`src/rtl/fib_pkg.sv`:
```
`default_nettype none
// ============================================================================
//  Module      : fib_pkg
//  Description : Shared types and constants for the Fibonacci controller:
//                state enumeration, operand/data widths and the largest
//                n whose F(n) fits the datapath.
//  Revision    : 1.0 - initial release
// ============================================================================
package fib_pkg;

   localparam int N_W       = 5;
   localparam int DATA_W    = 16;
   localparam int FIB_MAX_N = 24;

   typedef enum logic [2:0] {
      S_IDLE  = 3'd0,
      S_LOAD  = 3'd1,
      S_INIT  = 3'd2,
      S_RUN   = 3'd3,
      S_STORE = 3'd4,
      S_DONE  = 3'd5
   } state_t;

   // True when n can be computed without overflowing DATA_W (F(24)=46368).
   function automatic logic n_in_range(input logic [N_W-1:0] n);
      return (n != '0) && (n <= N_W'(FIB_MAX_N));
   endfunction

endpackage : fib_pkg
`default_nettype wire

```
`src/rtl/fib_controller.sv`:
```
`default_nettype none
// ============================================================================
//  Module      : fib_controller
//  Description : Control FSM for an iterative Fibonacci datapath. Sequences
//                load, seed, iterate and store of F(n), with range checking,
//                abort and a done/ack handshake towards the consumer.
//  Revision    : 1.0 - initial release
// ============================================================================
module fib_controller
   import fib_pkg::*;
(
   input  logic           clk,
   input  logic           usr_reset_n,
   input  logic           start,
   input  logic           ack,
   input  logic           abort,
   input  logic [N_W-1:0] count_to,
   input  logic [N_W-1:0] count,
   output logic           cu_reset,
   output logic           first_time,
   output logic           inout_enb,
   output logic           enb,
   output logic           busy,
   output logic           done,
   output logic           err
);

   state_t state;
   logic   last_iter;
   logic   busy_state;
   logic   aborting;

   // 5-bit compare: the counter has reached n-1 advances, so current holds F(n).
   assign last_iter  = (count == (count_to - N_W'(1)));
   assign busy_state = (state == S_LOAD) || (state == S_INIT) ||
                       (state == S_RUN)  || (state == S_STORE);
   assign aborting   = busy_state && abort;

   // State register with registered done/err flags; done lags DONE entry by one cycle.
   always_ff @(posedge clk or negedge usr_reset_n) begin
      if (!usr_reset_n) begin
         state <= S_IDLE;
         done  <= 1'b0;
         err   <= 1'b0;
      end else begin
         done <= 1'b0;
         case (state)
            S_IDLE: begin
               if (start) begin
                  state <= S_LOAD;
                  err   <= 1'b0;
               end
            end
            S_LOAD: begin
               state <= abort ? S_IDLE : S_INIT;
            end
            S_INIT: begin
               if (abort) begin
                  state <= S_IDLE;
               end else if (!n_in_range(count_to)) begin
                  err   <= 1'b1;
                  state <= S_DONE;
               end else begin
                  state <= S_RUN;
               end
            end
            S_RUN: begin
               if (abort) begin
                  state <= S_IDLE;
               end else if (last_iter) begin
                  state <= S_STORE;
               end
            end
            S_STORE: begin
               state <= abort ? S_IDLE : S_DONE;
            end
            S_DONE: begin
               // ack has priority; abort is not looked at here.
               if (ack) begin
                  state <= S_IDLE;
               end else begin
                  done <= 1'b1;
               end
            end
            default: begin
               state <= S_IDLE;
            end
         endcase
      end
   end

   // Datapath strobes decoded from state; RUN enb also depends on the counter,
   // and an abort turns the cycle into a counter clear with nothing else active.
   always_comb begin
      cu_reset   = 1'b0;
      first_time = 1'b0;
      inout_enb  = 1'b0;
      enb        = 1'b0;
      busy       = busy_state;
      case (state)
         S_LOAD:  inout_enb = 1'b1;
         S_INIT: begin
            cu_reset   = 1'b1;
            first_time = 1'b1;
            enb        = 1'b1;
         end
         S_RUN:   enb       = !last_iter;
         S_STORE: inout_enb = 1'b1;
         default: ;
      endcase
      if (aborting) begin
         cu_reset   = 1'b1;
         first_time = 1'b0;
         inout_enb  = 1'b0;
         enb        = 1'b0;
      end
   end

endmodule : fib_controller
`default_nettype wire

```
`config.mk`:
```
export PLATFORM = sky130hd
export DESIGN_NAME = fib_controller
export DESIGN_NICKNAME = d
export VERILOG_FILES = /design/src/rtl/fib_pkg.sv /design/src/rtl/fib_controller.sv
export SDC_FILE = /design/constraint.sdc
export NUM_CORES = 1
export LEC_CHECK = 0
export CAP_MARGIN = 10
export CORE_AREA = 2 2 39 41
export CTS_CLUSTER_SIZE = 14
export DETAILED_ROUTE_END_ITERATION = 16
export DIE_AREA = 0 0 41 43
export GPL_ROUTABILITY_DRIVEN = 1
export PLACE_DENSITY = 0.73
export SLEW_MARGIN = 20
export SYNTH_ARGS = -nofsm -noshare
export SYNTH_HDL_FRONTEND = slang
export SYNTH_SLANG_ARGS = --single-unit
```
`constraint.sdc`:
```
create_clock -name clk -period 3.86 [get_ports clk]
set_clock_uncertainty 0.2 [all_clocks]
set_input_delay 0.579 -clock clk [delete_from_list [all_inputs] [get_ports clk]]
set_output_delay 0.579 -clock clk [all_outputs]
set_load 0.02 [all_outputs]
```
==> results.rst <==
.. list-table::
   :header-rows: 1

   * - Metric
     - Value
   * - Result of the run
     - finished clean
   * - Maximum VDD drop
     - between 0.2 and 0.25 mV
   * - Post-CTS clock slew at the launch and capture registers of the worst setup and hold paths
     - approximately 40 ps
   * - Fin cells
     - 95
   * - Power density normalized to cell area
     - around 500 nW/um^2
   * - Critical Path Sink Type
     - primary output
   * - Number of distinct library cells after synthesis
     - 28
   * - Post-route minimum period
     - 3460 ps
   * - Most numerous cell in the Yosys netlist
     - sky130_fd_sc_hd__xnor2_1
   * - Clock power frac
     - 0.160
   * - Number of H-tree levels
     - 1
   * - Final-stage net count
     - 97
   * - Die outline width
     - roughly 41 um
   * - Starting density of the core
     - 0.363
   * - Share of cells above drive strength 1
     - 0.101
   * - Synthesis-to-finish area growth
     - 45.9%
   * - Standard cell core area
     - between 1000 and 1500 um^2
   * - Max transition margin
     - 0.725
   * - Total clock buffers created by CTS
     - 3
   * - Weighted congestion reported at the end of routability-driven placement
     - between 0.7 and 0.8
   * - Area of the mapped netlist
     - 502 um^2
   * - Antenna Diode Count
     - 0
   * - Port-buffer cells
     - 21
   * - Kind of start point of the critical path
     - primary input
   * - Main flop type after synthesis
     - sky130_fd_sc_hd__dfrtp_1
   * - Die Span Y
     - about 43 um
   * - Mean routed wirelength per cell
     - 10.5 um
   * - Fraction of post-synthesis cell area in the top cell type by area
     - 0.249
   * - Setup Viol. Count Final
     - 0
   * - Post-CTS sizing
     - 0
   * - Avg Inst Size Synth
     - around 8.8 um^2
   * - Fraction of power spent switching nets
     - 0.405
   * - Power share of the sequential group
     - 0.284
   * - Source of the worst register-to-register timing path
     - state[0]
   * - Total overflow reported by the global router
     - 0
   * - Critical path's most frequent cell
     - sky130_fd_sc_hd__clkdlybuf4s50_1
   * - Combinational group share of total power
     - 0.556
   * - Initial antenna violation count
     - 0
   * - Int Pwr
     - between 0.0002 and 0.00025 W
   * - Largest area contributor in the synthesized netlist
     - sky130_fd_sc_hd__dfrtp_1
   * - Final Hold Vio Count
     - 0
   * - Largest stage delay on the critical path
     - 530 ps
   * - Switch Pwr
     - 0.000147 W
   * - Total track usage
     - 0.138
   * - First DRT Iteration DRCs
     - 3
   * - Vias
     - between 400 and 500
   * - HP Class
     - register to register
   * - Number of max-cap violations
     - 0
   * - Slowest cell on the critical path
     - sky130_fd_sc_hd__clkdlybuf4s50_1
   * - Row cnt
     - 14
   * - Number of enable flip-flop cells after synthesis
     - 0
   * - Aggregate routed wire length
     - around 1000 um
   * - Type of the setup path with the least slack
     - primary input to primary output
   * - Area of the die
     - between 1500 and 2000 um^2
   * - Gate count after technology mapping
     - 57
   * - Post-detail-place hpwl
     - between 800 and 900 um
   * - Latest clock arrival within the worst-skew pair
     - 240 ps
   * - Buffers inserted during post-CTS setup optimization
     - 0
   * - CTS sink count
     - 5
   * - Sequential cell area fraction in the yosys report
     - 0.249
   * - Portion of the clock cycle consumed by the worst path in the final layout
     - 0.897
   * - Number of remaining DRC errors
     - 0
   * - Setup repair after global routing missed its margin
     - no
   * - Count of cell instances traversed by the critical path
     - 8
   * - Critical Path Fanout Max
     - 4
   * - Post-detailed-route via-to-cell ratio
     - slightly above 5
   * - Largest net degree at the start of global routing
     - 13
   * - Sum of negative setup slack
     - 0 ps
   * - RR Endpoint
     - state[2]
   * - Buffers and inverters on the worst path
     - 3
   * - Synth Warn #
     - 0
   * - Yosys reg bits
     - 5
   * - Register-to-Register Path Depth
     - 4
   * - Cell chosen for the clock root
     - sky130_fd_sc_hd__clkbuf_4
   * - Clock tree from TritonCTS
     - yes
   * - Timing-limited maximum frequency
     - 0.289 GHz
   * - Top-level port count
     - 22
   * - Crit path required time
     - between 3000 and 4000 ps
   * - Wire length of the first global-routing pass
     - around 1.6 mm
   * - Buffer levels on the longest clock path
     - 2
   * - Critical path startpoint
     - count_to[0]
   * - Hold-fix buffers at CTS
     - 0
   * - Net count after synthesis
     - 74
   * - Leakage power of the design
     - between 0.2 and 0.3 nW
   * - Number of antenna-violating nets in the routed design
     - 0
   * - Cell Chain, Critical Path
     - clkdlybuf4s50_1 -> inv_1 -> ha_1 -> xor2_1 -> xnor2_1 -> nand4_1 -> o21ba_2 -> clkdlybuf4s50_1
   * - Share of flip-flops with an asynchronous set or reset after synthesis
     - 1.00
   * - Final slew viol count
     - 0
   * - Timing endpoint of the critical path
     - enb
   * - R2r setup slk
     - ~2200 ps
   * - List of most frequent post-synthesis cells
     - sky130_fd_sc_hd__xnor2_1, sky130_fd_sc_hd__nor2_1, sky130_fd_sc_hd__dfrtp_1, sky130_fd_sc_hd__inv_1, sky130_fd_sc_hd__xor2_1
   * - Arrival time at the worst endpoint
     - 2680 ps
   * - CP delay by family, top
     - buffers and inverters
   * - Cell count after placement
     - slightly above 90
   * - Router iterations before antenna repair
     - 4
   * - Worst Tran Pin Value
     - a little over 400 ps
   * - Area contributors post-synth
     - sky130_fd_sc_hd__dfrtp_1, sky130_fd_sc_hd__xnor2_1, sky130_fd_sc_hd__xor2_1
   * - Vias in the first global route
     - 452
## per-layer routing
metal,routed length [um],up-vias,global-route usage
met4,30,0,0.100
met1,419,214,0.142
met2,476,21,0.234
met3,70,4,0.0157
li1,-,245,-
met5,0,-,0
## tightest hold or removal path, stage by stage (launching register included)
cell and delay (ps):
sky130_fd_sc_hd__dfrtp_1 340, sky130_fd_sc_hd__a21oi_1 40, sky130_fd_sc_hd__a31oi_1 120
## power by group through the flow
stage,Combinational [W],Sequential (W),Clock [W]
2_1_floorplan,0.000163,0.0000782,0
3_3_place_gp,0.000202,0.000105,0
3_5_place_dp,0.000203,0.000104,0
4_1_cts,0.000204,0.000104,0.0000605
5_1_grt,0.000217,0.000109,0.0000641
6_report,0.000202,0.000103,0.0000582
## placed cells by master (no fill, tap or decap)
cell type,n
sky130_fd_sc_hd__ha_1,2
sky130_fd_sc_hd__a311o_1,1
sky130_fd_sc_hd__inv_1,5
sky130_fd_sc_hd__nor3_1,2
sky130_fd_sc_hd__mux2i_1,2
sky130_fd_sc_hd__or3b_1,1
sky130_fd_sc_hd__clkbuf_1,1
sky130_fd_sc_hd__nor2_2,1
sky130_fd_sc_hd__o221a_1,1
sky130_fd_sc_hd__a21oi_1,1
sky130_fd_sc_hd__clkbuf_4,3
sky130_fd_sc_hd__nor3b_1,2
sky130_fd_sc_hd__o21ai_2,1
sky130_fd_sc_hd__xor2_1,3
sky130_fd_sc_hd__nor2_1,6
sky130_fd_sc_hd__or4b_4,1
sky130_fd_sc_hd__o32ai_1,1
sky130_fd_sc_hd__o21bai_1,1
sky130_fd_sc_hd__a31oi_1,2
sky130_fd_sc_hd__a22oi_1,2
sky130_fd_sc_hd__nand2_1,2
sky130_fd_sc_hd__dfrtp_1,5
sky130_fd_sc_hd__nand4_1,1
sky130_fd_sc_hd__clkdlybuf4s50_1,21
sky130_fd_sc_hd__and2b_2,1
sky130_fd_sc_hd__o21ai_1,1
sky130_fd_sc_hd__o21ba_2,1
sky130_fd_sc_hd__nor4_1,1
sky130_fd_sc_hd__xnor2_1,7
## cell families (layout without fill, tap and decap cells)
| family | count (synthesis) | after routing | synth area share |
|---|---|---|---|
| compound gates | 12 | 12 | 0.187 |
| xor+xnor | 10 | 10 | 0.175 |
| fa+ha+maj | 2 | 2 | 0.0499 |
| buf+inv | 8 | 30 | 0.0898 |
| flops | 5 | 5 | 0.249 |
| mux | 2 | 2 | 0.0399 |
| simple gates | 18 | 18 | 0.209 |
## registers in the layout (all words and copies together), names as in the netlist
signal / cells
done: 1
state: 3
err: 1
## stage by stage
stage	worst slack, ps	utilization	instance area (um^2)	power (W)	hold WS, ps
floorplan	1520	-	502	0.000241	83.4
global placement	421	0.510	706	0.000308	351
detailed placement	371	0.510	706	0.000308	348
CTS	371	0.529	732	0.000368	359
global route	259	0.529	732	0.000390	382
finish	396	0.529	732	0.000364	350
## layout make-up
cell class	count	area, um^2
well taps	16	20.0
inverters	5	18.8
fillers	146	652
flip-flops and latches	5	125
multi-input cells	44	332
clock buffers	4	26.3
repair buffers	21	210
## how the worst min path moves through the flow
stage | end | from | cells past startpoint | slack [ps]
final | err | err | 2 | 350
after detailed placement | err | err | 2 | 350
after global placement | err | err | 2 | 350
after global routing | err | usr_reset_n | 1 | 380
after floorplan | done | usr_reset_n | 0 | 80
after CTS | err | usr_reset_n | 1 | 360
Power figures use the tool's default switching activity.
